===== src/rtl/snow64_bfloat16_vector_add_sequencer_pkg.sv =====
// Shared types for the BFloat16 vector-add sequencer: FSM states, lane geometry,
// and the captured-op / result port groups.
package snow64_bfloat16_vector_add_sequencer_pkg;

    localparam int WIDTH__VEC_LANES = 4;
    localparam int WIDTH__LANE      = 16;
    localparam int WIDTH__VEC       = WIDTH__VEC_LANES * WIDTH__LANE;

    typedef enum logic [1:0] {
        StVecAddIdle,
        StVecAddIssue,
        StVecAddWait,
        StVecAddDone
    } StateVecAdd;

    typedef struct packed {
        logic                        sub;
        logic [WIDTH__VEC_LANES-1:0] lane_mask;
        logic [WIDTH__VEC-1:0]       a;
        logic [WIDTH__VEC-1:0]       b;
    } PortIn_VecAdd;

    typedef struct packed {
        logic                  valid;
        logic [WIDTH__VEC-1:0] data;
    } PortOut_VecAdd;

    // Subtraction is a+(-b): only the sign bit moves, exponent/mantissa untouched.
    function automatic logic [WIDTH__LANE-1:0] bf16_neg_if(input logic [WIDTH__LANE-1:0] v,
                                                           input logic sub);
        return {v[WIDTH__LANE-1] ^ sub, v[WIDTH__LANE-2:0]};
    endfunction

endpackage


===== src/rtl/snow64_bfloat16_vector_add_sequencer.sv =====
// Sequences a 4-lane BFloat16 vector add/sub through one scalar adder and reassembles the result.
// Latency: 1 cycle per masked lane, issue + adder latency per enabled lane, result held in DONE.
// Backpressure: stalls issue on add_can_accept_cmd=0; holds result until out_ready; refuses ops outside IDLE.
module snow64_bfloat16_vector_add_sequencer
    import snow64_bfloat16_vector_add_sequencer_pkg::*;
#(
    parameter int NUM_LANES  = WIDTH__VEC_LANES,
    parameter int LANE_WIDTH = WIDTH__LANE
) (
    input  logic                            clk,
    input  logic                            rst,
    input  logic                            in_start,
    input  logic                            in_sub,
    input  logic [NUM_LANES-1:0]            in_lane_mask,
    input  logic [NUM_LANES*LANE_WIDTH-1:0] in_a,
    input  logic [NUM_LANES*LANE_WIDTH-1:0] in_b,
    output logic                            in_can_accept_cmd,
    output logic                            add_start,
    output logic [LANE_WIDTH-1:0]           add_a,
    output logic [LANE_WIDTH-1:0]           add_b,
    input  logic                            add_data_valid,
    input  logic                            add_can_accept_cmd,
    input  logic [LANE_WIDTH-1:0]           add_data,
    output logic                            out_valid,
    input  logic                            out_ready,
    output logic [NUM_LANES*LANE_WIDTH-1:0] out_data
);

    localparam int LIDX_W = $clog2(NUM_LANES);
    localparam logic [LIDX_W-1:0] LAST_LANE = LIDX_W'(NUM_LANES - 1);

    StateVecAdd         state_q, state_d;
    logic [LIDX_W-1:0]  lane_q, lane_d;
    PortIn_VecAdd       op_q, op_d;
    PortOut_VecAdd      out_q, out_d;

    logic [LANE_WIDTH-1:0] cur_a;
    logic [LANE_WIDTH-1:0] cur_b;
    logic                  cur_en;
    logic                  last_lane;

    assign cur_a     = op_q.a[lane_q*LANE_WIDTH +: LANE_WIDTH];
    assign cur_b     = bf16_neg_if(op_q.b[lane_q*LANE_WIDTH +: LANE_WIDTH], op_q.sub);
    assign cur_en    = op_q.lane_mask[lane_q];
    assign last_lane = (lane_q == LAST_LANE);

    always_ff @(posedge clk or posedge rst) begin
        if (rst) begin
            state_q <= StVecAddIdle;
            lane_q  <= '0;
            op_q    <= '0;
            out_q   <= '0;
        end else begin
            state_q <= state_d;
            lane_q  <= lane_d;
            op_q    <= op_d;
            out_q   <= out_d;
        end
    end

    always_comb begin
        state_d           = state_q;
        lane_d            = lane_q;
        op_d              = op_q;
        out_d             = out_q;
        in_can_accept_cmd = 1'b0;
        add_start         = 1'b0;
        add_a             = '0;
        add_b             = '0;

        case (state_q)
            StVecAddIdle: begin
                in_can_accept_cmd = 1'b1;
                if (in_start) begin
                    op_d    = '{sub: in_sub, lane_mask: in_lane_mask, a: in_a, b: in_b};
                    lane_d  = '0;
                    state_d = StVecAddIssue;
                end
            end

            StVecAddIssue: begin
                add_a = cur_a;
                add_b = cur_b;
                if (!cur_en) begin
                    out_d.data[lane_q*LANE_WIDTH +: LANE_WIDTH] = cur_a;
                    if (last_lane) begin
                        out_d.valid = 1'b1;
                        state_d     = StVecAddDone;
                    end else begin
                        lane_d = lane_q + 1'b1;
                    end
                end else if (add_can_accept_cmd) begin
                    add_start = 1'b1;
                    state_d   = StVecAddWait;
                end
            end

            StVecAddWait: begin
                // The adder drops data_valid on the edge that takes start, so any valid here is ours.
                add_a = cur_a;
                add_b = cur_b;
                if (add_data_valid) begin
                    out_d.data[lane_q*LANE_WIDTH +: LANE_WIDTH] = add_data;
                    if (last_lane) begin
                        out_d.valid = 1'b1;
                        state_d     = StVecAddDone;
                    end else begin
                        lane_d  = lane_q + 1'b1;
                        state_d = StVecAddIssue;
                    end
                end
            end

            StVecAddDone: begin
                if (out_ready) begin
                    out_d.valid = 1'b0;
                    state_d     = StVecAddIdle;
                end
            end

            default: state_d = StVecAddIdle;
        endcase
    end

    assign out_valid = out_q.valid;
    assign out_data  = out_q.data;

endmodule


===== config.mk =====
export PLATFORM = sky130hd
export DESIGN_NAME = snow64_bfloat16_vector_add_sequencer
export DESIGN_NICKNAME = d
export VERILOG_FILES = /design/src/rtl/snow64_bfloat16_vector_add_sequencer_pkg.sv /design/src/rtl/snow64_bfloat16_vector_add_sequencer.sv
export SDC_FILE = /design/constraint.sdc
export NUM_CORES = 1
export LEC_CHECK = 0
export CORE_MARGIN = 5
export CORE_UTILIZATION = 60
export CTS_CLUSTER_DIAMETER = 100
export DETAILED_ROUTE_END_ITERATION = 7
export DONT_BUFFER_PORTS = 1
export PLACE_DENSITY_LB_ADDON = 0.1
export SLEW_MARGIN = 30
export SYNTH_ARGS = -nofsm -noshare
export SYNTH_HDL_FRONTEND = slang
export SYNTH_SLANG_ARGS = --single-unit

===== constraint.sdc =====
create_clock -name clk -period 15.8 [get_ports clk]
set_input_delay 1.58 -clock clk [delete_from_list [all_inputs] [get_ports clk]]
set_output_delay 1.58 -clock clk [all_outputs]
set_load 0.05 [all_outputs]

# Word-level counts from Yosys, hierarchy flattened
# Index checks and enable logic that the tools add are counted.
[totals]
out_inout_bits = 99
inputBits = 155
elab_cells = 66
reg_bits = 202
[classes]
shifts = 5
order_cmp = 1
mux = 29
n_eq_ne = 10
n_bitwise = 1
n_reduce_logical = 10
add_sub_neg = 2
[op_table]
columns = ["operator", "count"]
rows = [
  ["$mux W65", 2],
  ["$bwmux W64", 2],
  ["$pmux W64 S2", 1],
  ["$shiftx A16 B34 Y64", 2],
  ["$shiftx A64 B7 Y16", 2],
  ["$shift A16 B34 Y64 const A", 1],
  ["$neg A6 Y34", 1],
  ["$mux W16", 2],
  ["$mux W2", 11],
  ["$ne A2 B2 Y1 const B", 4],
  ["$pmux W2 S4", 1],
  ["$reduce_and A4 Y1", 2],
  ["$mux W1", 7],
  ["$eq A2 B2 Y1 const B", 3],
  ["$ne A3 B3 Y1 const B", 2],
  ["$pmux W2 S3", 1],
  ["$reduce_bool A3 Y1", 2],
  ["$reduce_and A5 Y1", 1],
  ["$lt A2 B3 Y1 const B", 1],
  ["$pmux W1 S3", 1],
  ["$reduce_and A3 Y1", 1],
  ["$add A2 B1 Y2 const B", 1],
  ["$bmux W1 S2", 1],
  ["$eq A2 B1 Y1 const B", 1],
  ["other kinds (5)", 5],
]

# Logic depth before layout (Yosys ltp)
# Gate-level depths: netlist of the first run.
[depth]
depth_word = 5
depth_mapped = 10
ltp_nobuf = 6

# Worst setup path after synthesis of the first run
# No wires, ideal clock.
[synth_path]
kind = "input to output"
start = "input port add_can_accept_cmd"
end = "output port add_start"
arrival_time_ns = 2.024
setup_slack_ns = 12.196
path_stages = 1
cell_sequence = "and3_1"
[synth_between]
elab_chain_len = 3
[synth_lines]
columns = ["element", "line", "source"]
rows = [
  ["start, declared", "snow64_bfloat16_vector_add_sequencer.sv:22", "input logic add_can_accept_cmd,"],
  ["$mux W1", "snow64_bfloat16_vector_add_sequencer.sv:92", "end else if (add_can_accept_cmd) begin"],
  ["$mux W1", "snow64_bfloat16_vector_add_sequencer.sv:84", "if (!cur_en) begin"],
  ["$mux W1", "snow64_bfloat16_vector_add_sequencer.sv:71", "case (state_q)"],
  ["end, declared", "snow64_bfloat16_vector_add_sequencer.sv:18", "output logic add_start,"],
]
# Every way passes these cells.

# Worst setup path in the final report of the first run
[layout_path]
start = "register lane_q[0]"
end = "output port add_b[15]"
[layout_between]
elab_chain_len = 3
[layout_lines]
columns = ["element", "line", "source"]
rows = [
  ["start, declared", "snow64_bfloat16_vector_add_sequencer.sv:33", "logic [LIDX_W-1:0] lane_q, lane_d;"],
  ["start signal, assigned", "snow64_bfloat16_vector_add_sequencer.sv:55", "lane_q <= lane_d;"],
  ["$shiftx A64 B7 Y16", "snow64_bfloat16_vector_add_sequencer.sv:43", "assign cur_b = bf16_neg_if(op_q.b[lane_q*LANE_WIDTH +: LANE_WIDTH], op_q.sub);"],
  ["$xor A1 B1 Y1", "snow64_bfloat16_vector_add_sequencer_pkg.sv:31", "return {v[WIDTH__LANE-1] ^ sub, v[WIDTH__LANE-2:0]};"],
  ["$mux W16", "snow64_bfloat16_vector_add_sequencer.sv:71", ""],
  ["end, declared", "snow64_bfloat16_vector_add_sequencer.sv:20", "output logic [LANE_WIDTH-1:0] add_b,"],
]
# Every way passes these cells.

==> out/metrics.csv, run 1 <==
stage,metric,value,unit
cts,post-CTS setup buffer count,0,
floorplan,die footprint,18100,um^2
sta,RSZ-0062 raised after global routing,false,
critical_path,WP data required,14.22,ns
sta,Fin. Hold Viols,0,
floorplan,die span in x,134,um
cts,H-tree depth,1,
floorplan,die height,134,um
synthesis,Commonest cells post-synth,"202 x dfrtp_1, 150 x mux2_2, 37 x a22o_1",
critical_path,"Largest stage delay, worst path",0.68,ns
synthesis,Mapped Nets,791,
floorplan,row count,45,
routing,Vias,5417,
sta,fin. max-slew vios,0,
pwr,Sw Ratio,43.7,%
synthesis,Synth area leaders,"dfrtp_1 54%, mux2_2 18%, mux4_2 8.0%, a22o_1 3.5%, mux2_1 2.5%",
pwr,Leak Pwr,4.37,nW
critical_path,Worst Setup Start Kind,flop,
synthesis,number of synthesized flops with an enable pin,0,
placed_design,dpl cells,779,
pwr,Clock Power Share,18.8,%
floorplan,starting density of the core,61.1,%
critical_path,Critical Path Sink Type,output pin,
synthesis,#FFs+latches synth,202,
floorplan,Core Region,15200,um^2
sta,Final Setup Violations,0,
synthesis,Post-Synthesis Cells,626,
sta,minimum clock period,4.50,ns
critical_path,crit path DAT,2.92,ns
routing,Routed WL,21.7,mm
synthesis,top-area cell type share of the netlist area,54.4,%
cells_and_area,Total Nets Final,779,
routing,DRT Pass-1 Iters,4,
routing,Routed Antenna Nets,0,
sta,Max-slew headroom,44.6,%
cts,CTS tree,built,
placed_design,GPL Wtd Cong,0.824,
grt,number of global-route vias before repair,5869,
synthesis,Synth Warn #,0,
synthesis,Yosys cell types,42,
min_path,Hold Path Class,flop to flop,
pwr,Net Sw Power,1.16,mW
routing,Starting DRT DRC Count,356,
cts,clock tree buffer depth,3,
pwr,Int Pwr,1.49,mW
critical_path,CP max FO,23,
sta,f_max,222,MHz
cells_and_area,Non-Filler Instances,823,
pwr,part of the power in registers,39.0,%
cts,CTS Hold Bufs,0,
cells_and_area,fillers,1056,
placed_design,DPL Wire Length,15.4,mm
critical_path,Crit-path slowest cell,dfrtp_2,
run,Max-Cap Viols,0,
synthesis,synthesized area per cell,14.8,um^2
cts,clock-pin slew on the worst setup and hold paths,0.06,ns
grt,largest net degree at the start of global routing,119,
cells_and_area,fraction of layout cells with a size suffix above 1,37.2,%
cells_and_area,Reg area,5060,um^2
grt,Tot GR Track Use,23.7,%
critical_path,crit-path cells,"buf_4, mux4_2, xor2_1, and2_1",
critical_path,WS Path Type,flop to output pin,
grt,gr ovfl total,0,
cts,clock buffer count from CTS,21,
cts,Root Buffer,clkbuf_16,
routing,DRC viols,0,
pwr,Comb power frac,42.2,%
critical_path,Critical path buffers and inverters,1,
sta,"Period Utilization, post-route",28.5,%
synthesis,most common cell in the netlist,dfrtp_1,
cts,worst skew pair latency,0.49,ns
routing,Avg WL per Cell,26.3,um
critical_path,Top Family by Delay on Critical Path,flip-flops,
cts,number of cells upsized or downsized after cts,0,
synthesis,"Seq/Total Area, Yosys",54.4,%
floorplan,num ports,254,
sta,clock skew,0.00637,ns
pwr,Power Dens Cells,261,nW/um^2
synthesis,top cell type by total area after synthesis,dfrtp_1,
cts,CTS Sinks,202,
sta,Worst Max-Slew Pin Slew,0.829,ns
pwr,VDD IR-drop max,0.159,mV
synthesis,mapped cell area,9290,um^2
synthesis,ys async rst share,100,%
cells_and_area,Multi-input gate area,4040,um^2
synthesis,ys flop type,dfrtp_1,
routing,vias per cell,6.58,
cells_and_area,synthesis-to-layout area growth,9.15,%
placed_design,IO buf count,0,
status,run status,completed,
grt,first-pass GRT wire length,33.7,mm
sta,TNS Setup,0,ns
grt,initial antenna violation count,12,
-- routing by layer --
layer	track usage, %	part of all wire [%]	vias to the layer above
li1	-	-	2337
met2	39.9	50	228
met3	9.94	11	32
met1	29.1	37	2808
met4	4.75	1.5	12
met5	0	0.32	-
-- flip-flops by register name (all words and copies together), names as in the netlist --
name / cells
op_q: 133
out_valid: 1
lane_q: 2
out_data: 64
state_q: 2
-- power by group through the flow --
| stage | logic, mW | clock network [mW] | registers (mW) |
|---|---|---|---|
| 2_1_floorplan | 0.987 | 0 | 0.970 |
| 3_3_place_gp | 1.09 | 0 | 1.03 |
| 3_5_place_dp | 1.13 | 0 | 1.04 |
| 4_1_cts | 1.13 | 0.508 | 1.03 |
| 5_1_grt | 1.19 | 0.531 | 1.06 |
| 6_report | 1.12 | 0.497 | 1.03 |
-- layout by cell type, fill, tap and decap left out, types with 2 or more instances in the layout --
cell type / instances
clkbuf_8: 6
buf_6: 2
ha_1: 8
ha_2: 2
inv_1: 5
nor2b_1: 4
nor2_2: 2
dfrtp_1: 200
o21ai_0: 2
mux2i_1: 4
clkinv_2: 2
nand2_1: 7
mux4_2: 33
a22o_1: 37
o2bb2ai_1: 27
buf_4: 3
and2_1: 34
bufinv_16: 2
mux2_1: 21
mux2_2: 150
clkbuf_16: 21
a22oi_1: 16
diode_2: 6
nand2_2: 2
nand2b_1: 4
nor2_1: 4
clkbuf_1: 6
-- final timing paths --
kind	from	end	slack, ns	cells after the start
setup / recovery	lane_q[0]	add_b[15]	11.30	4
hold reg to reg	op_q[45]	op_q[45]	0.50	1
setup reg to reg	state_q[0]	out_data[25]	12.94	6
hold / removal	op_q[45]	op_q[45]	0.50	1
max in group asynchronous	rst	op_q[69]	13.41	2
min in group asynchronous	rst	out_data[15]	1.08	1
-- final cells by class --
class	instances	share of cell area (%)
Antenna cell	6	0.148
Tap cell	188	2.32
Multi-Input combinational cell	378	39.9
Clock inverter	5	0.778
Timing Repair Buffer	5	0.444
Sequential cell	202	49.9
Clock buffer	33	6.22
Inverter	6	0.296
-- cells by family after synthesis --
family          synth area share [%]
fa+ha+maj                       1.35
mux                             29.2
buf+inv                         2.30
xor+xnor                      0.0943
simple gates                    4.31
compound gates                  8.35
flops                           54.4
-- metrics by stage --
step / utilization, % / setup WS, ns / cell area, um^2 / hold WS [ns] / total power [mW]
finish: 66.7 / 11.30 / 10100 / 0.500 / 2.65
global route: 66.7 / 11.10 / 10100 / 0.512 / 2.78
CTS: 66.5 / 11.23 / 10100 / 0.502 / 2.67
detailed placement: 61.9 / 11.75 / 9410 / 0.489 / 2.17
global placement: 61.7 / 11.77 / 9390 / 0.482 / 2.12
floorplan: - / 8.71 / 9290 / 0.474 / 1.96
(Power assumes the default switching activity.)
==> run 2, diff against run 1 <==
- CORE_UTILIZATION: 60 -> 57
- clock period: 15.8 -> 3.97 ns (I/O delays scaled with it)
==> out/metrics.csv, run 2 (same netlist as run 1, synthesis figures left out) <==
stage,metric,value,unit
status,run status,completed,
critical_path,Critical Path Sink Type,output pin,
pwr,Tot Pwr,10.5,mW
cells_and_area,Multi-input gate area,4040,um^2
critical_path,Top Family by Delay on Critical Path,flip-flops,
routing,Starting DRT DRC Count,341,
critical_path,CP max FO,23,
cells_and_area,most frequent cells in the layout,"200 x dfrtp_1, 150 x mux2_2, 37 x a22o_1",
routing,vias per cell,6.39,
cts,clock-pin slew on the worst setup and hold paths,0.06,ns
cts,post-CTS setup buffer count,0,
pwr,Int Pwr,5.88,mW
placed_design,IO buf count,0,
cts,worst skew pair latency,0.50,ns
floorplan,die footprint,18900,um^2
cts,CTS tree,built,
cells_and_area,"most common cell after layout, fill and taps aside",dfrtp_1,
sta,Max-slew headroom,40.7,%
routing,DRC viols,0,
sta,Final Setup Violations,0,
cts,number of cells upsized or downsized after cts,0,
cts,CTS Sinks,202,
sta,TNS Setup,0,ns
cells_and_area,Reg area,5060,um^2
floorplan,row count,46,
grt,Tot GR Track Use,23.4,%
routing,Routed Antenna Nets,0,
min_path,Hold Path Class,input port to flop,
cts,CTS Hold Bufs,1,
sta,f_max,301,MHz
grt,gr ovfl total,0,
pwr,part of the power in registers,38.8,%
cells_and_area,synthesis-to-layout area growth,9.90,%
critical_path,crit-path cells,"buf_4, mux4_2, xor2_1, and2_1",
routing,Vias,5485,
routing,Routed WL,22.3,mm
sta,Worst Max-Slew Pin Slew,0.881,ns
pwr,Comb power frac,43.1,%
routing,Avg WL per Cell,26.0,um
critical_path,R2R Setup Slk,1.06,ns
pwr,Net Sw Power,4.65,mW
placed_design,GPL Wtd Cong,0.790,
placed_design,DPL Wire Length,16.0,mm
critical_path,"Largest stage delay, worst path",0.72,ns
cts,Root Buffer,clkbuf_16,
cells_and_area,Largest Register,op_q,
critical_path,Critical path buffers and inverters,1,
cts,clock buffer count from CTS,22,
sta,Fin. Hold Viols,0,
critical_path,WS Path Type,flop to output pin,
cells_and_area,Total Nets Final,788,
pwr,Power Dens Cells,1030,nW/um^2
floorplan,Core Region,15900,um^2
grt,largest net degree at the start of global routing,103,
sta,fin. max-slew vios,0,
pwr,VDD IR-drop max,0.558,mV
sta,RSZ-0062 raised after global routing,false,
floorplan,die span in x,138,um
cells_and_area,max FFs per register,133,
sta,"Period Utilization, post-route",83.6,%
grt,number of global-route vias before repair,6007,
cells_and_area,fillers,1223,
pwr,Leak Pwr,4.40,nW
critical_path,crit path DAT,2.92,ns
floorplan,die height,138,um
critical_path,Worst Setup Start Kind,flop,
sta,clock skew,0.00983,ns
floorplan,starting density of the core,58.3,%
sta,hold slack final,0.0460,ns
cts,H-tree depth,1,
routing,DRT Pass-1 Iters,4,
grt,first-pass GRT wire length,34.2,mm
critical_path,WP data required,3.57,ns
pwr,Clock Power Share,18.1,%
run,Max-Cap Viols,0,
floorplan,num ports,254,
grt,initial antenna violation count,10,
pwr,Sw Ratio,44.1,%
critical_path,Crit-path slowest cell,dfrtp_2,
sta,minimum clock period,3.32,ns
cells_and_area,fraction of layout cells with a size suffix above 1,37.0,%
cts,clock tree buffer depth,3,
==> run 2: changes by cell type in the layout (fill, tap and decap cells not counted), sizes merged <==
cell,delta
buf,+7
bufinv,-2
clkbuf,+3
dlygate4sd3,+1
inv,-2
clkinvlp,+1
diode,-1
==> run 2: area by class of cell <==
type,count,share of cell area [%]
clock inverters,2,0.135
multi-input cells,378,39.6
well taps,216,2.65
inverters,6,0.257
repair buffers,13,1.23
flip-flops and latches,202,49.5
diodes,5,0.123
clock buffers,36,6.51
==> run 2: worst reg2reg max path, delay by kind of cell, from the launching register on <==
| family | cells | cell delay [ns] |
|---|---|---|
| flip-flops | 1 | 0.72 |
| buffers and inverters | 1 | 0.52 |
| AND/OR/NAND/NOR | 2 | 0.88 |
| AO/OA/AOI/OAI | 2 | 0.69 |
==> run 2: worst paths after layout <==
check | startpoint | to | cells after the start
hold reg to reg | op_q[52] | op_q[52] | 1
hold / removal | in_b[50] | op_q[50] | 1
min in group asynchronous | rst | state_q[0] | 3
setup reg to reg | lane_q[0] | out_data[20] | 5
setup / recovery | lane_q[0] | add_b[15] | 4
max in group asynchronous | rst | op_q[121] | 4
==> run 2: per-stage QoR <==
step	cell area [um^2]	instances	utilization [%]	worst slack (ns)
after floorplan	9290	626	-	0.957
after global placement	9500	814	59.6	1.08
after detailed placement	9510	814	59.6	0.994
after CTS	10200	853	63.9	0.557
after global routing	10200	857	64.0	0.449
final	10200	858	64.0	0.652
==> run 2: power by group through the flow <==
stage	sequential (mW)	clock, mW	combinational (mW)
finish	4.09	1.90	4.53
global route	4.20	2.03	4.83
CTS	4.09	1.95	4.57
detailed placement	4.12	0	4.56
global placement	4.06	0	4.43
floorplan	3.86	0	3.93
==> run 2: routing by layer <==
layer	GRT usage (%)	share of wire, %
met4	7.59	2.8
met2	37.8	49
met3	9.39	10
met1	29.0	38
met5	0	0.34
